### src/rtl/gpioemu_job_sequencer.sv
// gpioemu_job_sequencer
//
// Bus master for the GPIO-emulated multiply/popcount peripheral. It takes one
// operand pair at a time from a valid/ready stream. For each pair it writes A1,
// A2 and START. It then polls STATUS until the peripheral reports done, reads
// back W (product[31:0]) and L (ones count), and presents the result on a
// valid/ready result stream.
//
// Ports
//   clk, reset            single clock, asynchronous active-high reset
//   in_valid/in_ready     operand stream handshake
//   in_a1, in_a2          24-bit operands
//   out_valid/out_ready   result stream handshake (result held until taken)
//   out_w                 product[31:0] read from ADDR_W
//   out_ones              ones count, L[5:0]
//   out_ovf               product did not fit in 32 bits
//   out_timeout           STATUS never reported done within POLL_MAX reads
//   saddress, sdata_in    bus address / write data towards the peripheral
//   swr, srd              registered write / read strobes
//   sdata_out             bus read data from the peripheral
//   job_count             completed jobs (timeouts included), wraps at 16 bits
//
// Every bus access takes three cycles: setup, strobe, hold. Read data is
// sampled on the clock edge that ends the hold cycle. The edge that accepts a
// job does not drive the bus. The first setup appears one cycle later. STATUS
// bit1 is "done" and bit0 is "product fits in 32 bits".

module gpioemu_job_sequencer #(
    parameter logic [15:0] ADDR_A1   = 16'h0380,
    parameter logic [15:0] ADDR_A2   = 16'h0388,
    parameter logic [15:0] ADDR_W    = 16'h0390,
    parameter logic [15:0] ADDR_L    = 16'h0398,
    parameter logic [15:0] ADDR_CTRL = 16'h03A0,
    parameter int unsigned POLL_MAX  = 16
) (
    input  logic        clk,
    input  logic        reset,
    input  logic        in_valid,
    output logic        in_ready,
    input  logic [23:0] in_a1,
    input  logic [23:0] in_a2,
    output logic        out_valid,
    input  logic        out_ready,
    output logic [31:0] out_w,
    output logic [5:0]  out_ones,
    output logic        out_ovf,
    output logic        out_timeout,
    output logic [15:0] saddress,
    output logic [31:0] sdata_in,
    output logic        swr,
    output logic        srd,
    input  logic [31:0] sdata_out,
    output logic [15:0] job_count
);

    localparam int PW = $clog2(POLL_MAX + 1);

    typedef enum logic [2:0] {
        IDLE, WR_A1, WR_A2, WR_GO, POLL, RD_W, RD_L, OUT
    } state_t;

    // PH_LAUNCH is the quiet cycle right after a job is accepted; the first
    // setup cycle follows it.
    typedef enum logic [1:0] {
        PH_SETUP, PH_STROBE, PH_HOLD, PH_LAUNCH
    } phase_t;

    state_t         state_q;
    state_t         next_state_d;
    state_t         acc_state;
    phase_t         ph_q;
    logic [23:0]    a1_q;
    logic [23:0]    a2_q;
    logic [PW-1:0]  poll_cnt_q;
    logic [PW-1:0]  poll_cnt_d;
    logic           in_ready_q;
    logic           out_valid_q;
    logic [31:0]    out_w_q;
    logic [5:0]     out_ones_q;
    logic           out_ovf_q;
    logic           out_timeout_q;
    logic [15:0]    saddress_q;
    logic [31:0]    sdata_in_q;
    logic           swr_q;
    logic           srd_q;
    logic [15:0]    job_count_q;
    logic [15:0]    job_count_d;
    logic [15:0]    acc_addr;
    logic [31:0]    acc_data;
    logic           acc_write;

    // This block chooses the state that follows the current bus access. Only
    // the value seen at the end of the hold cycle matters. In POLL,
    // poll_cnt_d already includes the read that is finishing now. A timeout
    // therefore fires right after the POLL_MAX-th STATUS read.
    always_comb begin
        poll_cnt_d   = poll_cnt_q + PW'(1);
        job_count_d  = job_count_q + 16'd1;
        next_state_d = state_q;
        case (state_q)
            WR_A1:   next_state_d = WR_A2;
            WR_A2:   next_state_d = WR_GO;
            WR_GO:   next_state_d = POLL;
            POLL: begin
                if (sdata_out[1]) begin
                    next_state_d = RD_W;
                end else if (poll_cnt_d == PW'(POLL_MAX)) begin
                    next_state_d = OUT;
                end else begin
                    next_state_d = POLL;
                end
            end
            RD_W:    next_state_d = RD_L;
            RD_L:    next_state_d = OUT;
            default: next_state_d = state_q;
        endcase
    end

    // This block decodes address, data and direction for a bus access. On the
    // hold edge the next access is set up, so it decodes the upcoming state.
    // Otherwise it decodes the current state. Reads always drive zero data.
    always_comb begin
        acc_state = (ph_q == PH_HOLD) ? next_state_d : state_q;
        acc_addr  = 16'h0000;
        acc_data  = 32'h0000_0000;
        acc_write = 1'b0;
        case (acc_state)
            WR_A1: begin
                acc_addr  = ADDR_A1;
                acc_data  = {8'h00, a1_q};
                acc_write = 1'b1;
            end
            WR_A2: begin
                acc_addr  = ADDR_A2;
                acc_data  = {8'h00, a2_q};
                acc_write = 1'b1;
            end
            WR_GO: begin
                acc_addr  = ADDR_CTRL;
                acc_data  = 32'h0000_0001;
                acc_write = 1'b1;
            end
            POLL:    acc_addr = ADDR_CTRL;
            RD_W:    acc_addr = ADDR_W;
            RD_L:    acc_addr = ADDR_L;
            default: acc_addr = 16'h0000;
        endcase
    end

    // This is the main sequencer. All outputs, including the strobes, are
    // registers here, so they never glitch and swr/srd are never high
    // together. A reset in the middle of a job clears everything at once. The
    // job in flight produces no result and does not increment job_count.
    always_ff @(posedge clk or posedge reset) begin
        if (reset) begin
            state_q       <= IDLE;
            ph_q          <= PH_SETUP;
            a1_q          <= '0;
            a2_q          <= '0;
            poll_cnt_q    <= '0;
            in_ready_q    <= 1'b0;
            out_valid_q   <= 1'b0;
            out_w_q       <= '0;
            out_ones_q    <= '0;
            out_ovf_q     <= 1'b0;
            out_timeout_q <= 1'b0;
            saddress_q    <= '0;
            sdata_in_q    <= '0;
            swr_q         <= 1'b0;
            srd_q         <= 1'b0;
            job_count_q   <= '0;
        end else begin
            case (state_q)
                IDLE: begin
                    in_ready_q <= 1'b1;
                    if (in_valid && in_ready_q) begin
                        a1_q       <= in_a1;
                        a2_q       <= in_a2;
                        in_ready_q <= 1'b0;
                        state_q    <= WR_A1;
                        ph_q       <= PH_LAUNCH;
                    end
                end
                OUT: begin
                    if (out_ready) begin
                        out_valid_q <= 1'b0;
                        job_count_q <= job_count_d;
                        in_ready_q  <= 1'b1;
                        state_q     <= IDLE;
                    end
                end
                default: begin
                    case (ph_q)
                        PH_LAUNCH: begin
                            saddress_q <= acc_addr;
                            sdata_in_q <= acc_data;
                            ph_q       <= PH_SETUP;
                        end
                        PH_SETUP: begin
                            swr_q <= acc_write;
                            srd_q <= ~acc_write;
                            ph_q  <= PH_STROBE;
                        end
                        PH_STROBE: begin
                            swr_q <= 1'b0;
                            srd_q <= 1'b0;
                            ph_q  <= PH_HOLD;
                        end
                        default: begin
                            case (state_q)
                                WR_GO: poll_cnt_q <= '0;
                                POLL: begin
                                    poll_cnt_q <= poll_cnt_d;
                                    if (sdata_out[1]) begin
                                        out_ovf_q <= ~sdata_out[0];
                                    end else if (next_state_d == OUT) begin
                                        out_w_q       <= '0;
                                        out_ones_q    <= '0;
                                        out_ovf_q     <= 1'b0;
                                        out_timeout_q <= 1'b1;
                                    end
                                end
                                RD_W: out_w_q <= sdata_out;
                                RD_L: begin
                                    out_ones_q    <= sdata_out[5:0];
                                    out_timeout_q <= 1'b0;
                                end
                                default: ;
                            endcase
                            state_q <= next_state_d;
                            if (next_state_d == OUT) begin
                                saddress_q  <= '0;
                                sdata_in_q  <= '0;
                                out_valid_q <= 1'b1;
                            end else begin
                                saddress_q <= acc_addr;
                                sdata_in_q <= acc_data;
                                ph_q       <= PH_SETUP;
                            end
                        end
                    endcase
                end
            endcase
        end
    end

    assign in_ready    = in_ready_q;
    assign out_valid   = out_valid_q;
    assign out_w       = out_w_q;
    assign out_ones    = out_ones_q;
    assign out_ovf     = out_ovf_q;
    assign out_timeout = out_timeout_q;
    assign saddress    = saddress_q;
    assign sdata_in    = sdata_in_q;
    assign swr         = swr_q;
    assign srd         = srd_q;
    assign job_count   = job_count_q;

endmodule

### config.mk
export PLATFORM = sky130hd
export DESIGN_NAME = gpioemu_job_sequencer
export DESIGN_NICKNAME = d
export VERILOG_FILES = /design/src/rtl/gpioemu_job_sequencer.sv
export SDC_FILE = /design/constraint.sdc
export NUM_CORES = 1
export LEC_CHECK = 0
export ABC_AREA = 1
export BUFFER_PORTS_ARGS = -buffer_cell sky130_fd_sc_hd__buf_2
export CAP_MARGIN = 10
export CORE_MARGIN = 2
export CORE_UTILIZATION = 50
export CTS_CLUSTER_DIAMETER = 100
export CTS_CLUSTER_SIZE = 10
export DETAILED_ROUTE_END_ITERATION = 10
export GPL_TIMING_DRIVEN = 0
export HOLD_SLACK_MARGIN = 0.02
export PLACE_DENSITY = 0.74
export SYNTH_ARGS = -nofsm -noshare
export SYNTH_HDL_FRONTEND = slang
export SYNTH_SLANG_ARGS = --single-unit
### constraint.sdc
create_clock -name clk -period 5.6 [get_ports clk]
set_clock_uncertainty 0.2 [all_clocks]
set_input_delay 0.56 -clock clk [delete_from_list [all_inputs] [get_ports clk]]
set_output_delay 0.56 -clock clk [all_outputs]
set_load 0.005 [all_outputs]
# Word level (Yosys, flattened, before mapping)
# Index checks and enable logic that the tools add are counted.
dict set report totals {
  reg_bits 166
  in_bits 84
}
dict set report op_classes {
  reduce_logical 27
  n_eq_ne 25
  mux 39
  bitwise 7
  n_addsub 2
}
# op n
set op_table {}
lappend op_table {{32-bit one-hot mux with 2 select lines} 2}
lappend op_table {{32-bit two-way mux} 3}
lappend op_table {{24-bit one-hot mux with 3 select lines} 1}
lappend op_table {{10-bit one-hot mux with 5 select lines} 1}
lappend op_table {{16-bit one-hot mux with 2 select lines} 1}
lappend op_table {{3-bit == test, second input constant} 8}
lappend op_table {{3-bit one-hot mux with 6 select lines} 1}
lappend op_table {{16-bit by 1-bit adder with 16-bit output, second input constant} 1}
lappend op_table {{16-bit two-way mux} 1}
lappend op_table {{2-bit nonzero test} 7}
lappend op_table {{3-bit by 2-bit == test with 1-bit output, second input constant} 4}
lappend op_table {{3-bit two-way mux} 4}
lappend op_table {{6-bit two-way mux} 2}
lappend op_table {{6-bit one-hot mux with 2 select lines} 1}
lappend op_table {{1-bit one-hot mux with 2 select lines} 5}
lappend op_table {{5-bit one-hot mux with 2 select lines} 1}
lappend op_table {{2-bit AND reduction} 5}
lappend op_table {{5-bit AND reduction} 2}
lappend op_table {{1-bit two-way mux} 9}
lappend op_table {{3-bit AND reduction} 3}
lappend op_table {{2-bit two-way mux} 4}
lappend op_table {{2-bit inequality test, second input constant} 4}
lappend op_table {{4-bit AND reduction} 2}
lappend op_table {{1-bit inverter} 7}
lappend op_table {{16 further kinds} 21}

# Longest topological paths before layout
dict set report depth {
  depth_word 11
  ltp_mapped 14
  depth_no_buf 13
}

# Worst setup path after synthesis
# No wires, ideal clock.
dict set report synth_path {
  kind {flip-flop to flip-flop}
  startpoint {register poll_cnt_q[0]}
  endpoint {register out_w_q[10], in the netlist out_w[10]}
  required_time_ns 5.283
  setup_ns 0.117
  n_path_buf 1
  t_arrival_ns 1.773
  path_slack_ns 3.510
  period_less_slack_ns 2.090
  path_stages_with_launch 13
  path_cell_list {dfrtp_1 ha_1 nand3_1 nand2_1 nand2_1 nand3_1 a21oi_1 nand2_2 a21oi_2 nand2_4 buf_4 nand2_1 o21ai_2}
}
dict set report synth_via {
  elab_chain_cells 8
}
# element line_no
set synth_lines {}
lappend synth_lines {{start, declared} 74} ;# logic [PW-1:0] poll_cnt_q;
lappend synth_lines {{start signal, assigned} 213} ;# poll_cnt_q <= poll_cnt_d;
lappend synth_lines {{5-bit by 1-bit adder with 5-bit output} 97} ;# poll_cnt_d = poll_cnt_q + PW'(1);
lappend synth_lines {{5-bit == test} 107} ;# end else if (poll_cnt_d == PW'(POLL_MAX)) begin
lappend synth_lines {{2-bit two-way mux} 107}
lappend synth_lines {{2-bit two-way mux} 105} ;# if (sdata_out[1]) begin
lappend synth_lines {{3-bit one-hot mux with 6 select lines} 100} ;# case (state_q)
lappend synth_lines {{3-bit == test} 216} ;# end else if (next_state_d == OUT) begin
lappend synth_lines {{2-bit inequality test (no line)} -}
lappend synth_lines {{5-bit AND reduction (no line)} -}
lappend synth_lines {{end signal, assigned} 223} ;# RD_W: out_w_q <= sdata_out;
lappend synth_lines {{end, declared} 78} ;# logic [31:0] out_w_q;
# No other way between the ends.
# A chain may end at the register's enable or synchronous reset.

# Worst setup path after layout
dict set report layout_path {
  startpoint {register ph_q[0]}
  endpoint {register sdata_in_q[9], in the netlist sdata_in[9]}
}
dict set report layout_via {
  elab_chain_cells 6
  elab_cells_between_ends 14
  cone_classes {eq/ne (6); mux (4); bitwise (1); reduce/logical (3)}
}
# element line_no
set layout_lines {}
lappend layout_lines {{start, declared} 71} ;# phase_t ph_q;
lappend layout_lines {{start signal, assigned} 157} ;# ph_q <= PH_SETUP;
lappend layout_lines {{start signal, assigned} 181} ;# ph_q <= PH_LAUNCH;
lappend layout_lines {{start signal, assigned} 197} ;# ph_q <= PH_SETUP;
lappend layout_lines {{2-bit == test} 123} ;# acc_state = (ph_q == PH_HOLD) ? next_state_d : state_q;
lappend layout_lines {{3-bit two-way mux} 123}
lappend layout_lines {{3-bit by 2-bit == test with 1-bit output / 3-bit by 1-bit == test with 1-bit output (equally long branches)} 127} ;# case (acc_state)
lappend layout_lines {{24-bit one-hot mux with 3 select lines} 127}
lappend layout_lines {{32-bit two-way mux} 231} ;# if (next_state_d == OUT) begin
lappend layout_lines {{32-bit one-hot mux with 2 select lines} 193} ;# case (ph_q)
lappend layout_lines {{end signal, assigned} 196} ;# sdata_in_q <= acc_data;
lappend layout_lines {{end signal, assigned} 237} ;# sdata_in_q <= acc_data;
lappend layout_lines {{end, declared} 83} ;# logic [31:0] sdata_in_q;
# Parallel ways exist; a longest one is shown, timed or not.

==> reports/qor.csv <==
stage,metric,value,unit
placed_design,cell count after placement,1184,
pwr,P per Cell Area,482.4,mW/mm²
setup_path,WS Path Type,reg -> reg,
placed_design,area post-placement,0.008028,mm²
layout,post-synthesis to final-layout area growth,26.74,%
sta,Achievable Freq,402.3,MHz
sta,minimum clock period,2.486,ns
setup_path,CP Buf/Inv Count,4,
layout,count of inserted antenna diode cells,0,
sta,number of pins exceeding their max-slew limit in the final report,0,
sta,Final Setup Violations,0,
logic_synthesis,Mapped Area,0.006845,mm²
detailed_routing,Post-Route WL,16.47,mm
layout,post-route non-filler standard cell count,1217,
placed_design,total of buffers placed on input and output ports,173,
clock_tree,setup bufs post-CTS,0,
sta,post-route setup slack,3.114,ns
detailed_routing,number of antenna-violating nets in the routed design,0,
layout,multi-input gate area in the final layout,0.002751,mm²
floorplan,total I/O pin count,192,
setup_path,cell breakdown of the critical path,inv_1 > ha_1 > inv_1 > o21ai_0 > clkinv_1 > clkbuf_1 > nand4_1 > nand2_1 > nand2_1 > nand2_1,
sta,remaining max-slew budget at the tightest pin,66.03,%
logic_synthesis,Post-Synthesis Mean Instance Area,8.379,µm²
run,maxcap violations,0,
setup_path,Max stage delay on crit path,0.41,ns
setup_path,largest fanout on the critical path,10,
sta,fin crit share,44.39,%
outcome,run status,"finished, final reports clean",
logic_synthesis,dominant cells by area after synthesis,"sky130_fd_sc_hd__dfrtp_1 (53%), sky130_fd_sc_hd__nand2_1 (20%), sky130_fd_sc_hd__nand3_1 (3.3%), sky130_fd_sc_hd__buf_4 (2.9%), sky130_fd_sc_hd__nand4_1 (2.7%)",
pwr,net switching share of the total power,36.89,%
floorplan,DIE AREA,0.01464,mm²
clock_tree,TritonCTS clock tree,yes,
pwr,internal power component,0.002641,W
pwr,P_sw,0.001544,W
clock_tree,maximum clock insertion buffer count,2,
setup_path,category of the worst setup path launch point,flop,
detailed_routing,total number of vias,5944,
layout,Final Cell Area,0.008676,mm²
floorplan,horizontal extent of the die,121.0,µm
setup_path,critical path endpoint category,flop,
floorplan,effective utilization at floorplan,51.49,%
global_routing,GRT Total Usage,22.96,%
sta,aggregate negative setup slack,0,ns
global_routing,vias in the first global route,5519,
logic_synthesis,most repeated cell in the gate-level netlist after synthesis,sky130_fd_sc_hd__nand2_1,
logic_synthesis,most used flip-flop cell after synthesis,sky130_fd_sc_hd__dfrtp_1,
setup_path,critical path required time,5.71,ns
detailed_routing,drt pass-1 iters,5,
floorplan,core outline area,0.01330,mm²
clock_tree,Clock Latency Late Sink,0.42,ns
logic_synthesis,Post-synth top cells,"sky130_fd_sc_hd__nand2_1 (373), sky130_fd_sc_hd__dfrtp_1 (146), sky130_fd_sc_hd__nand3_1 (45), sky130_fd_sc_hd__inv_1 (32), sky130_fd_sc_hd__nand4_1 (29)",
layout,share of post-route cells with drive strength above 1,27.76,%
pwr,Lkg Pwr,4.886,nW
hold_path,type of the worst min-delay path,in -> reg,
floorplan,vertical die dimension,121.0,µm
pwr,worst vdd rail ir drop,0.2509,mV
pwr,Pwr Total,0.004185,W
clock_tree,number of buffers added by the clock tree synthesis step,17,
setup_path,cell repeated most along the worst path,sky130_fd_sc_hd__nand2_1,
sta,RSZ-0062 raised after global routing,no,
clock_tree,number of sinks handled by clock tree synthesis,146,
logic_synthesis,post-synth cell types,35,
logic_synthesis,library cell with the largest summed area after synthesis,sky130_fd_sc_hd__dfrtp_1,
logic_synthesis,yosys warns,0,
global_routing,wire length of the first global-routing pass,26.47,mm
placed_design,global placement routability congestion,0.8454,
logic_synthesis,cell count after synthesis,817,
clock_tree,H-tree level count,4,
pwr,sequential group share of total power,36.2,%
detailed_routing,routed wirelength normalized by instance count,13.53,µm
layout,filler instances,1163,
global_routing,largest net degree at the start of global routing,95,
placed_design,placement-stage worst setup slack,3.091,ns
floorplan,count of standard-cell rows,42,
logic_synthesis,total of flip-flops plus latches after synthesis,146,
logic_synthesis,Post-synth EDFFs,0,
sta,final count of hold timing violations,0,
logic_synthesis,post-synthesis sequential area ratio,53.37,%
logic_synthesis,Post-synth ARST share,100.0,%
clock_tree,post-CTS clock slew at the launch and capture registers of the worst setup and hold paths,0.06,ns
detailed_routing,DRC violation total after the first TritonRoute iteration,388,
layout,footprint of the flip-flops and latches,0.003654,mm²
detailed_routing,via/cell ratio,4.884,
sta,slew at the pin closest to its max-slew limit,0.5095,ns
detailed_routing,number of design rule violations left after detail routing,0,
setup_path,data arrival time of the worst path,2.60,ns
global_routing,total grt overflow,0,
layout,Final Net Count,1119,
clock_tree,library cell used as clock root buffer,sky130_fd_sc_hd__clkbuf_16,
placed_design,estimated wirelength of the detail-placed design,11.62,mm
pwr,fraction of power consumed by the clock network,29.3,%
logic_synthesis,share of Yosys cell area claimed by the top area cell type,53.37,%
global_routing,number of antenna violations at the first check in global routing,0,
setup_path,critical path's top delay family,buffers and inverters,
pwr,Comb power frac,34.5,%
setup_path,Critical Path Slowest Stage Cell,sky130_fd_sc_hd__dfrtp_1,
==> registers in the layout, indices dropped and copies added (netlist names), 3 cells and up <==
name        flops
out_ones        6
saddress        4
a2_q           24
a1_q           24
state_q         3
out_w          32
job_count      16
sdata_in       24
poll_cnt_q      5
==> logic make-up (layout without fill, tap and decap cells) <==
logic type,Yosys count,in the layout,share of synthesized area (%)
DFF,146,146,53.37
adders and majority gates,7,7,1.279
other,1,18,0.05478
and+or+nand+nor,484,484,29.98
xor gates and xnor gates,14,14,1.791
buffers and inverters,96,303,7.366
AOI/OAI and AO/OA,69,69,6.160
==> power groups by stage <==
stage | sequential, W | combinational [W] | clock, W
final | 0.00151 | 0.00144 | 0.00123
after global routing | 0.00155 | 0.00165 | 0.00128
after CTS | 0.00151 | 0.00146 | 0.00124
after detailed placement | 0.00152 | 0.00144 | 0
after global placement | 0.00152 | 0.00142 | 0
after floorplan | 0.00151 | 0.000996 | 0
==> what timing repair did <==
| action | CTS | global route |
|---|---|---|
| hold buffers | 1 | 0 |
| resized for setup | 0 | 0 |
| hold endpoints to repair | 52 | 0 |
==> worst min-delay path, delay by kind of cell <==
family,cells,cell delay (ns)
buf+inv,1,0.07
simple gates,2,0.09
==> layer usage <==
metal	vias up	global-route usage, %	routed length, µm
met1	2744	31.73	7539
met2	190	35.81	7555
li1	2989	-	-
met3	21	5.545	1147
met5	-	0	0
met4	0	7.340	225
==> metrics by stage <==
stage          hold slack (ns)  util, %
3_5_place_dp            0.2581    60.38
3_3_place_gp            0.2538    60.14
6_report                0.1334    65.26
2_1_floorplan           0.2424        -
5_1_grt                 0.1324    65.26
4_1_cts                 0.1210    65.26
==> final timing paths <==
path | startpoint | end | slack, ns | cells past startpoint
worst max-delay path | ph_q[0]$_DFFE_PP0P_ | sdata_in[9]$_DFFE_PP0P_ | 3.11 | 10
worst min-delay path | in_a2[16] | a2_q[16]$_DFFE_PP0P_ | 0.13 | 3
worst max register to register | ph_q[0]$_DFFE_PP0P_ | sdata_in[9]$_DFFE_PP0P_ | 3.11 | 10
worst min register to register | a2_q[19]$_DFFE_PP0P_ | a2_q[19]$_DFFE_PP0P_ | 0.27 | 2
max in group asynchronous | reset | job_count[13]$_DFFE_PP0P_ | 3.85 | 4
min in group asynchronous | reset | a1_q[13]$_DFFE_PP0P_ | 0.52 | 3
==> final cells by class <==
class | instances | share of cell area, %
tap | 176 | 2.538
inverter | 39 | 1.759
clock inverter | 10 | 1.774
sequential | 146 | 42.11
timing repair buffer | 175 | 10.41
buffer | 57 | 4.110
multi-input combinational | 592 | 31.71
clock buffer | 22 | 5.581
==> placed cells by master, fill, tap and decap left out, types with 2 or more instances in the layout <==
master / netlist / routed
sky130_fd_sc_hd__a21oi_1: 5 / 5
sky130_fd_sc_hd__a21oi_2: 2 / 2
sky130_fd_sc_hd__buf_2: 12 / 185
sky130_fd_sc_hd__buf_4: 26 / 26
sky130_fd_sc_hd__buf_6: 4 / 4
sky130_fd_sc_hd__bufinv_16: 0 / 4
sky130_fd_sc_hd__clkbuf_1: 15 / 16
sky130_fd_sc_hd__clkbuf_16: 0 / 17
sky130_fd_sc_hd__clkbuf_8: 0 / 4
sky130_fd_sc_hd__clkinv_2: 1 / 6
sky130_fd_sc_hd__conb_1: 1 / 18
sky130_fd_sc_hd__dfrtp_1: 146 / 146
sky130_fd_sc_hd__ha_1: 7 / 7
sky130_fd_sc_hd__inv_1: 32 / 31
sky130_fd_sc_hd__inv_2: 5 / 5
sky130_fd_sc_hd__nand2_1: 373 / 373
sky130_fd_sc_hd__nand2_2: 4 / 4
sky130_fd_sc_hd__nand2_4: 2 / 2
sky130_fd_sc_hd__nand3_1: 45 / 45
sky130_fd_sc_hd__nand4_1: 29 / 29
sky130_fd_sc_hd__nor2_1: 18 / 18
sky130_fd_sc_hd__nor2_2: 5 / 5
sky130_fd_sc_hd__nor2_4: 3 / 3
sky130_fd_sc_hd__o211ai_1: 2 / 2
sky130_fd_sc_hd__o21ai_0: 25 / 25
sky130_fd_sc_hd__o21ai_1: 17 / 17
sky130_fd_sc_hd__o21ai_2: 15 / 15
sky130_fd_sc_hd__xnor2_1: 6 / 6
sky130_fd_sc_hd__xor2_1: 8 / 8
No activity file was read; power rests on OpenSTA's default activity.
